--- src/rtl/kbd_pkg.sv ---
`default_nettype none
// ------------------------------------------------------------------
// kbd_pkg: PS/2 prefix bytes, shift scancodes and prefix-FSM states
// rev 1.0
// ------------------------------------------------------------------
package kbd_pkg;

  localparam logic [7:0] BYTE_E0  = 8'hE0;
  localparam logic [7:0] BYTE_F0  = 8'hF0;
  localparam logic [7:0] CODE_LSH = 8'h12;
  localparam logic [7:0] CODE_RSH = 8'h59;

  typedef enum logic [1:0] {
    ST_IDLE = 2'd0,
    ST_E0   = 2'd1,
    ST_F0   = 2'd2,
    ST_E0F0 = 2'd3
  } pfx_state_e;

  function automatic logic is_shift(input logic [7:0] code);
    return (code == CODE_LSH) || (code == CODE_RSH);
  endfunction

endpackage
`default_nettype wire

--- src/rtl/kbd_seq_prefix.sv ---
`default_nettype none
// ------------------------------------------------------------------
// kbd_seq_prefix: E0/F0 prefix tracker emitting make/break events
// rev 1.0
// ------------------------------------------------------------------
module kbd_seq_prefix
  import kbd_pkg::*;
(
  input  logic       clk_i,
  input  logic       rst_ni,
  input  logic       stb_i,
  input  logic [7:0] byte_i,
  output logic       make_o,
  output logic       brk_o,
  output logic       e0_o
);

  pfx_state_e state_q, state_d;

  always_ff @(posedge clk_i or negedge rst_ni) begin
    if (!rst_ni) begin
      state_q <= ST_IDLE;
    end else begin
      state_q <= state_d;
    end
  end

  assign e0_o = (state_q == ST_E0) || (state_q == ST_E0F0);

  always_comb begin
    state_d = state_q;
    make_o  = 1'b0;
    brk_o   = 1'b0;
    if (stb_i) begin
      unique case (state_q)
        ST_IDLE, ST_E0: begin
          if (byte_i == BYTE_E0) begin
            state_d = ST_E0;
          end else if (byte_i == BYTE_F0) begin
            state_d = (state_q == ST_E0) ? ST_E0F0 : ST_F0;
          end else begin
            state_d = ST_IDLE;
            make_o  = 1'b1;
          end
        end
        default: begin
          // A second prefix after F0 is a protocol error: resynchronise.
          state_d = ST_IDLE;
          brk_o   = (byte_i != BYTE_E0) && (byte_i != BYTE_F0);
        end
      endcase
    end
  end

endmodule
`default_nettype wire

--- src/rtl/kbd_seq.sv ---
`default_nettype none
// ------------------------------------------------------------------
// kbd_seq: PS/2 set-2 sequencer with shift tracking, key latch and overflow
// rev 1.0
// ------------------------------------------------------------------
module kbd_seq
  import kbd_pkg::*;
#(
  parameter bit FILTER_RPT = 1'b0
) (
  input  logic       clk_sys,
  input  logic       reset_n,
  input  logic       scan_stb,
  input  logic [7:0] scan_code,
  output logic       tr_shift,
  output logic       tr_e0,
  output logic [7:0] tr_code,
  input  logic [6:0] tr_out,
  input  logic       tr_ar2,
  output logic [6:0] key_data,
  output logic       key_ar2,
  output logic       key_valid,
  input  logic       key_ack,
  output logic       key_down,
  output logic       key_ovf
);

  logic ev_make, ev_brk, ev_e0;

  kbd_seq_prefix u_prefix (
    .clk_i  (clk_sys),
    .rst_ni (reset_n),
    .stb_i  (scan_stb),
    .byte_i (scan_code),
    .make_o (ev_make),
    .brk_o  (ev_brk),
    .e0_o   (ev_e0)
  );

  logic       lsh_q, rsh_q;
  logic       lk1_q, lk2_q;
  logic [7:0] tr_code_q;
  logic       tr_e0_q;
  logic [6:0] key_data_q;
  logic       key_ar2_q, key_valid_q, key_ovf_q, key_down_q;
  logic [8:0] last_q;

  logic [8:0] ev_key;
  logic       repeat_hit, issue, accept;

  assign ev_key     = {ev_e0, scan_code};
  assign repeat_hit = FILTER_RPT && key_down_q && (ev_key == last_q);
  // Shift keys only steer the translator; they never produce a code.
  assign issue      = ev_make && !is_shift(scan_code) && !lk1_q && !lk2_q && !repeat_hit;
  assign accept     = lk2_q && (tr_out != 7'd0);

  always_ff @(posedge clk_sys or negedge reset_n) begin
    if (!reset_n) begin
      lsh_q       <= 1'b0;
      rsh_q       <= 1'b0;
      lk1_q       <= 1'b0;
      lk2_q       <= 1'b0;
      tr_code_q   <= 8'd0;
      tr_e0_q     <= 1'b0;
      key_data_q  <= 7'd0;
      key_ar2_q   <= 1'b0;
      key_valid_q <= 1'b0;
      key_ovf_q   <= 1'b0;
      key_down_q  <= 1'b0;
      last_q      <= 9'd0;
    end else begin
      lk1_q <= issue;
      lk2_q <= lk1_q;
      if (issue) begin
        tr_code_q <= scan_code;
        tr_e0_q   <= ev_e0;
      end

      // E0-prefixed 12/59 are fake shifts and leave the levels alone.
      if ((ev_make || ev_brk) && !ev_e0) begin
        if (scan_code == CODE_LSH) lsh_q <= ev_make;
        if (scan_code == CODE_RSH) rsh_q <= ev_make;
      end

      if (accept) begin
        last_q     <= {tr_e0_q, tr_code_q};
        key_down_q <= 1'b1;
      end else if (ev_brk && (ev_key == last_q)) begin
        key_down_q <= 1'b0;
      end

      if (accept && (!key_valid_q || key_ack)) begin
        key_data_q  <= tr_out;
        key_ar2_q   <= tr_ar2;
        key_valid_q <= 1'b1;
      end else if (key_ack) begin
        key_valid_q <= 1'b0;
      end

      if (key_ack) begin
        key_ovf_q <= 1'b0;
      end else if (accept && key_valid_q) begin
        key_ovf_q <= 1'b1;
      end
    end
  end

  assign tr_shift  = lsh_q | rsh_q;
  assign tr_e0     = tr_e0_q;
  assign tr_code   = tr_code_q;
  assign key_data  = key_data_q;
  assign key_ar2   = key_ar2_q;
  assign key_valid = key_valid_q;
  assign key_ovf   = key_ovf_q;
  assign key_down  = key_down_q;

endmodule
`default_nettype wire

--- config.mk ---
export PLATFORM = sky130hd
export DESIGN_NAME = kbd_seq
export DESIGN_NICKNAME = d
export VERILOG_FILES = /design/src/rtl/kbd_pkg.sv /design/src/rtl/kbd_seq_prefix.sv /design/src/rtl/kbd_seq.sv
export SDC_FILE = /design/constraint.sdc
export NUM_CORES = 1
export LEC_CHECK = 0
export CAP_MARGIN = 10
export CELL_PAD_IN_SITES_DETAIL_PLACEMENT = 0
export CELL_PAD_IN_SITES_GLOBAL_PLACEMENT = 1
export CORE_MARGIN = 4
export CORE_UTILIZATION = 35
export CTS_CLUSTER_DIAMETER = 200
export CTS_CLUSTER_SIZE = 14
export DETAILED_ROUTE_END_ITERATION = 16
export DONT_BUFFER_PORTS = 1
export PLACE_DENSITY_LB_ADDON = 0.1
export SLEW_MARGIN = 30
export SYNTH_ARGS = -nofsm -noshare
export SYNTH_HDL_FRONTEND = slang
export SYNTH_SLANG_ARGS = --single-unit
--- constraint.sdc ---
create_clock -name clk_sys -period 3.1 [get_ports clk_sys]
set_input_delay 0.62 -clock clk_sys [delete_from_list [all_inputs] [get_ports clk_sys]]
set_output_delay 0.62 -clock clk_sys [all_outputs]
set_load 0.1 [all_outputs]
==> impl_metrics.json, run 1 <==
{
  "cts_tree": "done",
  "regArea_um2": 875.8,
  "hold_viol_final": 0,
  "setup_slack_ns": 1.111,
  "critPathArrivalTime_ns": 2.15,
  "max_freq_mhz": 502.8,
  "final_common_cell": "dfrtp_1",
  "crit_family": "simple AND/OR/NAND/NOR gates",
  "clkSinkCount": 35,
  "synth_cells": 108,
  "peakVddDrop_mv": 0.4158,
  "fin_setup_tns_ns": 0,
  "wl_per_cell_um": 18.53,
  "r2r_start": "u_prefix.state_q[1]",
  "dpl.cell_count": 157,
  "setup_viol": 0,
  "grt_max_degree": 36,
  "postCtsSetupRepairBufs": 0,
  "die_x_um": 73.91,
  "grt_pass1_vias": 1011,
  "htree_levels": 2,
  "dr.pass1.iters": 4,
  "syn_to_final_growth_pct": 10.45,
  "yosysUniqueCellTypes": 29,
  "r2r_end": "tr_code[1]",
  "grt_use_total": 0.1245,
  "antenna_found_initial": 0,
  "clock_latency_ns": 0.28,
  "die_y_um": 73.91,
  "fin_worst_skew_ns": 0.001314,
  "critPathMaxStageDelay_ns": 0.47,
  "vias": 898,
  "drv_cap": 0,
  "worstRegToRegCells": 3,
  "synth-seq-area-share": 0.5761,
  "ys_ff_latch": 35,
  "fin_crit_ns": 1.989,
  "period_share": 0.6415,
  "multiInputGateArea_um2": 613.1,
  "vias_per_cell": 5.377,
  "syn_area_per_cell_um2": 14.08,
  "yosys_warnings": 0,
  "slew_violations": 0,
  "core_um2": 4086,
  "fillers": 404,
  "numCtsBuffers": 5,
  "clk_path_buf_depth": 2,
  "drive_gt1_frac": 0.1197,
  "crit_required_ns": 3.26,
  "drtIter0Drc": 32,
  "antennaDiodeCount": 0,
  "status": "finished, final reports clean",
  "grt_pass1_wl_mm": 4.899,
  "place_ws_ns": 0.8208,
  "worst_pin_slew_ns": 0.9324,
  "dpl.hpwl_mm": 2.224,
  "cts.repair.resized": 0,
  "path_cells": "nor4b_1 > nand4b_1 > and4_1 > mux2_1",
  "postLayoutCoreUtil": 0.4109,
  "crit_fanout": 10,
  "min_path_type": "in2async",
  "totalWireLength_mm": 3.095,
  "p_leak_nw": 0.6899,
  "start_util": 0.3720,
  "fp-row-count": 23,
  "drc": 0,
  "grt_overflow": 0,
  "rsz0062_at_grt": "false",
  "port-buffer-count": 0,
  "crit_path_end_kind": "flip-flop",
  "final_cells": 167,
  "r2r_setup_slack_ns": 1.39,
  "ios": 41,
  "synth_nets": 128,
  "max_slew_margin": 0.3784,
  "dieArea_um2": 5462,
  "ant_nets": 0,
  "clockRootBuffer": "clkbuf_8",
  "cp_slowest_cell": "nor4b_1",
  "crit_type": "in2reg",
  "crit_path_start_kind": "input port",
  "place.gp.congestion": 0.7112,
  "path_clk_slew_ns": 0.07,
  "final_cell_mix": "dfrtp_1, mux2_1, xnor2_1, clkbuf_8",
  "powerDensity_nw_per_um2": 981.5,
  "netlist_area_um2": 1520,
  "fin_nets": 136,
  "cp_num_buf_inv": 0
}
timing repair:
item                                    in CTS  in global routing
hold buffers                                 0                  2
hold endpoints to repair                     0                  4
endpoints found under the setup margin       0                  0
cells in the mapped netlist (all sizes together):
master,number,area share
o41ai,1,0.018
nand4b,1,0.0058
nand2,2,0.0049
a41oi,1,0.0058
o21a,1,0.0049
nor3,1,0.0033
inv,3,0.0074
o22ai,1,0.0041
or4,1,0.0074
nor2b,2,0.0082
and4b,1,0.0066
buf,3,0.013
a31oi,1,0.0041
nor4b,4,0.027
mux2,26,0.19
o21ai,4,0.013
or2,1,0.0041
nand2b,2,0.0082
and4,1,0.0058
nand3,3,0.0099
nand4,2,0.0082
dfrtp,35,0.58
xnor2,9,0.052
o21ba,1,0.0066
nor2,1,0.0025
power by group:
part | internal (mW) | total, mW | switching, mW
registers | 0.565 | 1.11 | 0.544
logic | 0.124 | 0.227 | 0.103
clock network | 0.157 | 0.312 | 0.155
per-layer routing:
metal  global-route usage  wire (µm)  up-vias
met2               0.2018       1555       35
met1               0.1345       1166      451
li1                     -          -      402
met4              0.06237        104        0
met5                    0          0        -
met3              0.06156        268       10
area by class of cell:
class                           instances  share of cell area
Sequential cell                        35              0.5216
Multi-Input combinational cell         67              0.3651
Clock buffer                            7             0.04545
Tap cell                               50             0.03726
Timing Repair Buffer                    4             0.02086
Inverter                                3            0.006706
Clock inverter                          1            0.002981
worst reg2reg max path, stage by stage (launching register included):
cell and delay [ns]:
dfrtp_1 0.44, nor3_1 0.21, and4_1 0.57, mux2_1 0.38
worst max path at each step:
stage                      start          end  cells past startpoint
finish              scan_code[0]   tr_code[1]                      4
global route           tr_out[2]  key_data[0]                      4
CTS                 scan_code[0]   tr_code[1]                      4
detailed placement  scan_code[0]   tr_code[1]                      4
global placement       tr_out[2]  key_data[1]                      4
floorplan              tr_out[2]      key_ar2                      5
cells by family (layout without fill, tap and decap cells):
| family | after synthesis | after routing | synth area share |
|---|---|---|---|
| muxes | 26 | 26 | 0.1926 |
| and+or+nand+nor | 22 | 22 | 0.1021 |
| AOI/OAI and AO/OA | 10 | 10 | 0.05680 |
| buffers and inverters | 6 | 15 | 0.02057 |
| DFF | 35 | 35 | 0.5761 |
| xor gates and xnor gates | 9 | 9 | 0.05185 |
registers in the layout, indices dropped and copies added (netlist names), 2 cells and up:
register	flops
last_q	9
key_data	7
u_prefix.state_q	2
tr_code	8
per-stage QoR:
step / instance area, µm² / power (mW) / hold slack (ns)
after global routing: 1679 / 1.734 / 0.0003513
after CTS: 1659 / 1.675 / 0.01146
after global placement: 1578 / 1.342 / 0.3254
after floorplan: 1520 / 1.297 / 0.3244
final: 1679 / 1.648 / 0.02935
after detailed placement: 1578 / 1.354 / 0.3253
(Power assumes the default switching activity.)
==> run 2: changes to the inputs <==
- clock period: 3.1 -> 2.1 ns (I/O delays scaled with it)
==> impl_metrics.json, run 2 (synthesis gave the netlist of run 1 again) <==
{
  "slew_violations": 0,
  "crit_type": "in2reg",
  "dpl.hpwl_mm": 2.151,
  "min_path_type": "in2reg",
  "cp_slowest_cell": "or4_4",
  "start_util": 0.3720,
  "place.gp.congestion": 0.7175,
  "grt_use_total": 0.1244,
  "period_share": 0.8305,
  "numCtsBuffers": 5,
  "grt_pass1_wl_mm": 4.995,
  "drive_gt1_frac": 0.1500,
  "fin_worst_skew_ns": 0.005689,
  "setup_viol": 0,
  "wl_per_cell_um": 17.45,
  "status": "finished, final reports clean",
  "vias_per_cell": 5.324,
  "ios": 41,
  "worstRegToRegCells": 3,
  "path_clk_slew_ns": 0.07,
  "dr.pass1.iters": 3,
  "port-buffer-count": 0,
  "dpl_cell_area_um2": 1600,
  "final_common_cell": "dfrtp_1",
  "die_x_um": 73.91,
  "ant_nets": 0,
  "core_um2": 4086,
  "max_slew_margin": 0.3728,
  "largest_reg_flops": 9,
  "postLayoutCellArea_um2": 1712,
  "peakVddDrop_mv": 0.5720,
  "max_freq_mhz": 573.4,
  "max_flop_register": "last_q",
  "crit_path_start_kind": "input port",
  "grt_pass1_vias": 1036,
  "drtIter0Drc": 19,
  "totalWireLength_mm": 2.966,
  "grt_max_degree": 36,
  "rsz0062_at_grt": "false",
  "path_cells": "or4_4 > o41ai_4 > nand2b_1 > mux2_1",
  "postCtsSetupRepairBufs": 0,
  "grt_overflow": 0,
  "cts.repair.resized": 0,
  "clk_path_buf_depth": 2,
  "critPathArrivalTime_ns": 1.91,
  "fin_setup_tns_ns": 0,
  "fin_crit_ns": 1.744,
  "final_cell_mix": "dfrtp_1, mux2_1, xnor2_1, clkbuf_8, buf_4",
  "worst_pin_slew_ns": 0.9407,
  "syn_to_final_growth_pct": 12.59,
  "die_y_um": 73.91,
  "drc": 0,
  "crit_required_ns": 2.26,
  "htree_levels": 2,
  "antenna_found_initial": 0,
  "p_leak_nw": 0.7087,
  "hold_buffers": 2,
  "drv_cap": 0,
  "clkSinkCount": 35,
  "total_power_mw": 2.447,
  "crit_path_end_kind": "flip-flop",
  "dieArea_um2": 5462,
  "fp-row-count": 23,
  "clock_latency_ns": 0.28,
  "vias": 905,
  "critPathMaxStageDelay_ns": 0.53,
  "powerDensity_nw_per_um2": 1430,
  "hold_viol_final": 0,
  "crit_fanout": 8,
  "min_path_cells": 1,
  "antennaDiodeCount": 0,
  "fin_nets": 139,
  "clockRootBuffer": "clkbuf_8",
  "cts_tree": "done"
}
==> run 2: layout make-up <==
class / count / area [µm²]
Clock inverter: 1 / 5.005
Timing Repair Buffer: 7 / 67.56
Multi-Input combinational cell: 67 / 613.1
Fill cell: 387 / 2375
Tap cell: 50 / 62.56
Clock buffer: 7 / 76.32
Inverter: 3 / 11.26
Sequential cell: 35 / 875.8
==> run 2: worst max-delay path, delay by kind of cell <==
kind            cells  cell delay, ns
simple gates        2            0.91
mux                 1            0.36
compound gates      1            0.22
==> run 2: worst paths after layout <==
path | from | endpoint | slack [ns]
max | tr_out[2] | key_data[4] | 0.36
min | key_ack | key_ovf | 0.20
max reg2reg | u_prefix.state_q[1] | tr_e0 | 0.41
min reg2reg | lk1_q | lk2_q | 0.38
max in group asynchronous | reset_n | last_q[4] | 1.33
min in group asynchronous | reset_n | lk2_q | 0.58
==> run 2: power by group <==
group / leakage, nW / internal (mW) / switching, mW
sequential: 0.422 / 0.835 / 0.792
clock: 0.0422 / 0.233 / 0.228
combinational: 0.245 / 0.187 / 0.173
total: 0.709 / 1.25 / 1.19
==> run 2: layer usage <==
layer,wire length [µm],vias up,track usage
met4,59,0,0.05634
met3,259,7,0.05198
met2,1482,32,0.2165
met1,1166,455,0.1300
met5,0,-,0
li1,-,411,-
==> run 2: stage by stage <==
| stage | utilization | instances | setup slack (ns) | hold WS, ns |
|---|---|---|---|---|
| finish | 0.4189 | 170 | 0.3560 | 0.1960 |
| global route | 0.4189 | 170 | 0.2572 | 0.1888 |
| CTS | 0.4189 | 170 | 0.3533 | 0.1897 |
| detailed placement | 0.3916 | 160 | 0.04798 | 0.1253 |
| global placement | 0.3916 | 160 | 0.1004 | 0.1254 |
| floorplan | - | 108 | 0.1441 | 0.1244 |
